$ cat config.mk
export PLATFORM = sky130hd
export DESIGN_NAME = hazard_ctrl
export DESIGN_NICKNAME = d
export VERILOG_FILES = /design/src/rtl/hazard_ctrl.sv
export SDC_FILE = /design/constraint.sdc
export NUM_CORES = 1
export LEC_CHECK = 0
export BUFFER_PORTS_ARGS = -buffer_cell sky130_fd_sc_hd__clkbuf_2
export CAP_MARGIN = 20
export CORE_UTILIZATION = 50
export DETAILED_ROUTE_END_ITERATION = 10
export GPL_TIMING_DRIVEN = 0
export PLACE_DENSITY = 0.92
export SYNTH_ARGS = -nofsm -noshare
export SYNTH_HDL_FRONTEND = slang
export SYNTH_SLANG_ARGS = --single-unit
$ cat constraint.sdc
create_clock -name clk -period 3.2 [get_ports clk]
set_input_delay 0.64 -clock clk [delete_from_list [all_inputs] [get_ports clk]]
set_output_delay 0.64 -clock clk [all_outputs]
set_load 0.05 [all_outputs]
$ cat src/rtl/hazard_ctrl.sv
// Pipeline hazard controller: stall, flush and forwarding controls for a
// five-stage pipe, plus memory-wait tracking with a watchdog and perf counters.
//
// Ports:
//   clk, rst                 clock, asynchronous active-high reset
//   rs1_d, rs2_d             Decode source registers
//   rs1_e, rs2_e, rd_e       Execute source/destination registers
//   result_src_e             Execute result select (2'b01 = load)
//   pc_src_e                 branch taken / jump resolved in Execute
//   rd_m, reg_write_m        Memory-stage destination and write enable
//   rd_w, reg_write_w        Writeback-stage destination and write enable
//   mem_req_m, mem_ready     data-memory request and completion
//   stall_f, stall_d         hold PC / F-D register
//   flush_d, flush_e         clear F-D register / D-E register
//   freeze                   hold every pipeline register (memory wait)
//   forward_a_e, forward_b_e ALU operand select (10 = M, 01 = W, 00 = RF)
//   mem_timeout              sticky watchdog error
//   stall_cnt, flush_cnt     saturating stall / flush cycle counters
module hazard_ctrl #(
    parameter int REG_WIDTH   = 5,
    parameter int CNT_WIDTH   = 16,
    parameter int MEM_TIMEOUT = 64
) (
    input  logic                 clk,
    input  logic                 rst,
    input  logic [REG_WIDTH-1:0] rs1_d,
    input  logic [REG_WIDTH-1:0] rs2_d,
    input  logic [REG_WIDTH-1:0] rs1_e,
    input  logic [REG_WIDTH-1:0] rs2_e,
    input  logic [REG_WIDTH-1:0] rd_e,
    input  logic [1:0]           result_src_e,
    input  logic                 pc_src_e,
    input  logic [REG_WIDTH-1:0] rd_m,
    input  logic                 reg_write_m,
    input  logic [REG_WIDTH-1:0] rd_w,
    input  logic                 reg_write_w,
    input  logic                 mem_req_m,
    input  logic                 mem_ready,
    output logic                 stall_f,
    output logic                 stall_d,
    output logic                 flush_d,
    output logic                 flush_e,
    output logic                 freeze,
    output logic [1:0]           forward_a_e,
    output logic [1:0]           forward_b_e,
    output logic                 mem_timeout,
    output logic [CNT_WIDTH-1:0] stall_cnt,
    output logic [CNT_WIDTH-1:0] flush_cnt
);

    typedef enum logic {
        RUN      = 1'b0,
        MEM_WAIT = 1'b1
    } state_t;

    localparam int WAIT_W = $clog2(MEM_TIMEOUT + 1);
    localparam logic [WAIT_W-1:0] WAIT_MAX = WAIT_W'(MEM_TIMEOUT);

    state_t               state_q, state_d;
    logic [WAIT_W-1:0]    wait_cnt_q, wait_cnt_d;
    logic                 mem_timeout_q, mem_timeout_d;
    logic [CNT_WIDTH-1:0] stall_cnt_q, stall_cnt_d;
    logic [CNT_WIDTH-1:0] flush_cnt_q, flush_cnt_d;

    logic load_use;
    logic branch;
    logic mem_stall;

    // Memory stage holds the youngest value, so it wins over Writeback.
    function automatic logic [1:0] fwd_sel(
        input logic [REG_WIDTH-1:0] rs,
        input logic [REG_WIDTH-1:0] rdm,
        input logic                 wm,
        input logic [REG_WIDTH-1:0] rdw,
        input logic                 ww
    );
        logic [1:0] sel;
        sel = 2'b00;
        if (wm && (rdm != '0) && (rdm == rs)) begin
            sel = 2'b10;
        end else if (ww && (rdw != '0) && (rdw == rs)) begin
            sel = 2'b01;
        end
        return sel;
    endfunction

    always_comb begin
        load_use = (result_src_e == 2'b01) && (rd_e != '0) &&
                   ((rd_e == rs1_d) || (rd_e == rs2_d));
        branch    = pc_src_e;
        mem_stall = mem_req_m && !mem_ready;

        stall_f     = 1'b0;
        stall_d     = 1'b0;
        flush_d     = 1'b0;
        flush_e     = 1'b0;
        freeze      = 1'b0;
        forward_a_e = 2'b00;
        forward_b_e = 2'b00;

        if (rst) begin
            // Clear the pipe while reset is held.
            flush_d = 1'b1;
            flush_e = 1'b1;
        end else begin
            forward_a_e = fwd_sel(rs1_e, rd_m, reg_write_m,
                                  rd_w, reg_write_w);
            forward_b_e = fwd_sel(rs2_e, rd_m, reg_write_m,
                                  rd_w, reg_write_w);
            if (mem_stall) begin
                // Whole pipe holds; hazards are re-evaluated on release.
                freeze = 1'b1;
            end else begin
                // A taken branch squashes the load consumer anyway,
                // so the flush wins over the stall.
                stall_f = load_use && !branch;
                stall_d = load_use && !branch;
                flush_d = branch;
                flush_e = load_use || branch;
            end
        end
    end

    always_comb begin
        state_d       = state_q;
        wait_cnt_d    = wait_cnt_q;
        mem_timeout_d = mem_timeout_q;

        unique case (state_q)
            RUN: begin
                if (freeze) begin
                    state_d    = MEM_WAIT;
                    wait_cnt_d = '0;
                end
            end
            MEM_WAIT: begin
                if (!freeze) begin
                    state_d = RUN;
                end else begin
                    if (wait_cnt_q != WAIT_MAX) begin
                        wait_cnt_d = wait_cnt_q + 1'b1;
                    end
                    if (wait_cnt_d == WAIT_MAX) begin
                        mem_timeout_d = 1'b1;
                    end
                end
            end
            default: begin
                state_d = RUN;
            end
        endcase
    end

    always_comb begin
        stall_cnt_d = stall_cnt_q;
        flush_cnt_d = flush_cnt_q;
        if ((stall_f || freeze) && (stall_cnt_q != '1)) begin
            stall_cnt_d = stall_cnt_q + CNT_WIDTH'(1);
        end
        if (flush_d && (flush_cnt_q != '1)) begin
            flush_cnt_d = flush_cnt_q + CNT_WIDTH'(1);
        end
    end

    always_ff @(posedge clk or posedge rst) begin
        if (rst) begin
            state_q       <= RUN;
            wait_cnt_q    <= '0;
            mem_timeout_q <= 1'b0;
            stall_cnt_q   <= '0;
            flush_cnt_q   <= '0;
        end else begin
            state_q       <= state_d;
            wait_cnt_q    <= wait_cnt_d;
            mem_timeout_q <= mem_timeout_d;
            stall_cnt_q   <= stall_cnt_d;
            flush_cnt_q   <= flush_cnt_d;
        end
    end

    assign mem_timeout = mem_timeout_q;
    assign stall_cnt   = stall_cnt_q;
    assign flush_cnt   = flush_cnt_q;

endmodule

---- Word-level counts from Yosys, hierarchy flattened ----
Cells that the tools add are included.
word-level totals
  flip-flop bits (word level) ............. 41
  input port bits ......................... 44
  logic and storage cells ................. 65
cells by class
  add/subtract/negate cells ............... 3
  eq/ne operators ......................... 13
  multiplexer cells ....................... 21
  bitwise logic cells ..................... 1
  reductions and logical operators ........ 22
operator list
  operator                                              number
  two-way mux 7 bit                                     5
  adder 16 x 1 -> 16 bit (second input constant)        2
  != test 16 bit (second input constant)                2
  equality test 5 bit                                   6
  nonzero test 5 bit                                    3
  case mux 7 bit (2 select lines)                       1
  logical AND 1 bit                                     12
  two-way mux 1 bit                                     11
  two-way mux 2 bit                                     4
  adder 7 x 1 -> 7 bit (second input constant)          1
  equality test 7 bit (second input constant)           1
  != test 7 bit (second input constant)                 1
  != test 2 bit (second input constant)                 2
  logical OR 1 bit                                      3
  AND reduction 3 bit                                   1
  equality test 2 x 1 -> 1 bit (second input constant)  1
  logical NOT 1 bit                                     2
  AND reduction 2 bit                                   1
  NOT 1 bit                                             1

---- Depth between registers and ports, before layout ----
  depth after elaboration ................. 8
  mapped depth ............................ 8
  mapped depth without buffers ............ 8

---- Least setup slack after synthesis ----
OpenSTA, ideal clock, no wires.
  kind .................................... input to output
  start ................................... in rst
  end ..................................... out forward_a_e[0]
  arrival time ............................ 3.734 ns
  slack ................................... -1.174 ns
  cell stages on the path ................. 4
  cell sequence ........................... inv_1 o211ai_1 or4_1 nor4_1
between the ends
  longest elaborated chain between the ends .. 1
ends and longest elaborated chain
  what               line  text
  from (decl)        25    input logic rst,
  two-way mux 2 bit  101   if (rst) begin
  to (decl)          44    output logic [1:0] forward_a_e,
Every way passes these cells.

---- Worst setup path in the final report ----
Ends and elaborated chain as after synthesis.

==> key figures <==
Global routing
  – Initial antenna violation count: 0
  – Grt total ovfl: 0
  – Vias in the first global route: ~2200
  – Global-route wire length before repair: 9870 um
  – Largest net degree at the start of global routing: 23
  – All-Layer GR Usage: between 20% and 30%

Floorplan
  – Core Area: 4750 sq um
  – Ports: 86
  – Die area: 5240 sq um
  – Chip width: 72.4 um
  – Die Y: a little over 70 um
  – Initial core utilization: between 50% and 60%
  – Row count: 25

Route
  – Vias per cell: 5.47
  – Vias post-DR: ~2300
  – Initial DRC Count: 166
  – DRC Markers: 0
  – DR WL/cell: 14.3 um
  – Post-Route WL: slightly above 6000 um
  – Post-DRT Antenna Nets: 0
  – Router iterations before antenna repair: 4

Yosys
  – Seq/Total Area, Yosys: between 40% and 50%
  – Synthesized area per cell: 9.57 sq um
  – Post-Synthesis Net Count: 307
  – Post-Synth Simple-Gate Area: 23.3%
  – Number of synthesized flops with an enable pin: 0
  – Mapped cell area: 2480 sq um
  – Compound-Gate Fraction of Synth Area: 6.97%
  – Largest family of logic cells by synthesized area: simple AND/OR/NAND/NOR gates
  – Post-Synth Adder-Cell Area: 2.02%
  – Gate Count Post-Synth: 259
  – Cell variety after synth: 38
  – Post-synth ARST share: 100%
  – Most used DFF post-synth: dfrtp_1
  – #FFs+latches synth: 41
  – Multiplexer share of the synthesized area: 1.67%
  – Ys Warns: 0
  – XOR/XNOR Fraction of Synth Area: 21.9%

Layout
  – Nets@finish: approximately 400
  – Share of layout cells above drive strength 1: 30.4%
  – Commonest cells after routing, fill and taps aside: clkbuf_2 (85), dfrtp_1 (41), xnor2_1 (36), nand2_1 (28), xor2_1 (26)
  – Area Growth Syn to Fin: 28.1%
  – Fin area: 3170 sq um
  – Post-Layout Cell Count: 422
  – Most common cell after layout, fill and taps aside: clkbuf_2
  – Antenna diodes: 0

Setup path
  – Startpoint Class: primary input
  – Crit path max fanout: 11
  – CP endpoint kind: output pin
  – Kind of critical path: primary input to output pin
  – Worst path required time: 2560 ps
  – Critical Path AT: between 2000 and 2500 ps

Power and ir drop
  – Peak VDD IR: 0.503 mV
  – Pwr Density: 579 nW/um^2
  – Total power: 1.84 mW
  – P_leak: 1.52 nW

CTS
  – Max clock buf depth: 2
  – Sinks on Clock Net: 41
  – Clk_lat worst skew: 300 ps
  – CTS clk-pin slew, worst paths: about 80 ps
  – TritonCTS clock tree: done
  – Root Driver: clkbuf_8
  – TritonCTS Buffers: 5
  – Post-CTS sizing: 0
  – H-tree Lvls: 2

Placement
  – Routability cong.: 0.920
  – Placed cell area: between 3000 and 4000 sq um
  – Buffers added on ports: 85
  – Hpwl dp: 4590 um
  – # placed instances: 411

STA
  – Final Hold Fails: 0
  – RSZ-0062 raised after global routing: false
  – Final Cycle Share: around 93%
  – Worst-Margin Slew: 518 ps
  – Fmax: 337 MHz
  – Final clock skew: between 4 and 5 ps
  – Min Clock Period, post-route: 2960 ps
  – Post-route setup TNS: 0 ps
  – Worst slew margin: around two thirds
  – Hold Slack: 379 ps
  – Fin. max-slew vios: 0
  – Count of final setup violators: 0

Min path
  – Worst hold-check path type: primary input to asynchronous set/reset pin

Job
  – Max_cap viols: 0

Run status
  – Run status: finished, final reports clean
==> metrics by stage <==
step | worst slack (ps) | utilization [%]
after global routing | 131 | 66.8
after CTS | 50.4 | 66.1
after global placement | -208 | 63.5
final | 236 | 66.8
after floorplan | 148 | -
after detailed placement | -239 | 63.5
==> state kept, by name, indices dropped and copies added (netlist names) <==
name / flops
flush_cnt: 16
stall_cnt: 16
wait_cnt_q: 7
mem_timeout: 1
state_q: 1
==> layout make-up <==
class | instances | area, sq um
Tap cell | 67 | 83.8
Timing Repair Buffer | 86 | 453
Multi-Input combinational cell | 204 | 1420
Buffer | 8 | 43.8
Clock buffer | 7 | 86.3
Timing Repair inverter | 2 | 10.0
Inverter | 6 | 26.3
Sequential cell | 41 | 1030
Clock inverter | 1 | 30.0
Fill cell | 366 | 1580
==> critical path, stage by stage <==
cell	delay [ps]
clkbuf_2	190
clkinvlp_4	270
o211ai_1	140
or4_1	590
nor4_4	170
clkbuf_2	320
==> per-layer routing <==
metal,vias up,part of all wire [%],global-route usage [%]
li1,1099,-,-
met1,1100,43,29.4
met2,94,50,42.6
met3,14,5.3,4.86
met4,0,2.3,10.5
met5,-,0,0
==> synth_stat cells (2+ instances only) <==
| library cell | number | area [sq um] |
|---|---|---|
| nor3_1 | 10 | 50.1 |
| nand2_1 | 28 | 105 |
| nand4_1 | 9 | 56.3 |
| inv_1 | 6 | 22.5 |
| nor2b_1 | 2 | 12.5 |
| o31ai_1 | 2 | 15.0 |
| o22ai_1 | 2 | 12.5 |
| o21ai_1 | 3 | 15.0 |
| nand3_1 | 21 | 105 |
| o21ai_0 | 9 | 45.0 |
| or4_1 | 5 | 37.5 |
| and3_1 | 13 | 81.3 |
| xnor2_1 | 36 | 315 |
| nor2_1 | 6 | 22.5 |
| mux2_4 | 2 | 30.0 |
| dfrtp_1 | 41 | 1030 |
| buf_2 | 2 | 10.0 |
| a21o_1 | 2 | 15.0 |
| ha_1 | 4 | 50.1 |
| nor4_1 | 10 | 62.6 |
| clkbuf_1 | 4 | 15.0 |
| xor2_1 | 26 | 228 |
==> logic make-up after synthesis <==
family                   count (synthesis)
AND/OR/NAND/NOR                        110
XOR/XNOR                                62
flip-flops                              41
AO/OA/AOI/OAI                           25
buffers and inverters                   14
adder cells (fa/ha/maj)                  4
multiplexers                             3
==> final timing paths <==
check | slack, ps | from | to | depth (start not counted)
min reg2reg | 460 | mem_timeout$_DFFE_PP0P_ | mem_timeout$_DFFE_PP0P_ | 1
min | 380 | rst | flush_cnt[3]$_DFFE_PP0P_ | 2
max reg2reg | 1180 | stall_cnt[4]$_DFFE_PP0P_ | stall_cnt[11]$_DFFE_PP0P_ | 7
max | 240 | rst | forward_a_e[0] | 6
min in group clk | 460 | mem_timeout$_DFFE_PP0P_ | mem_timeout$_DFFE_PP0P_ | 1
max in group asynchronous | 2420 | rst | flush_cnt[12]$_DFFE_PP0P_ | 2
==> what timing repair did <==
item | 4_1_cts | 5_1_grt
buffers inserted | 0 | 0
gates cloned | 1 | 1
setup endpoints to repair | 2 | 2
hold buffers | 0 | 0
pin swaps | 0 | 0
endpoints found under the hold margin | 0 | 0
==> report_power, final <==
group | internal, mW | switching [mW] | total, mW
combinational | 0.196 | 0.486 | 0.683
clock | 0.254 | 0.181 | 0.435
sequential | 0.605 | 0.115 | 0.720
(Power assumes the default switching activity.)
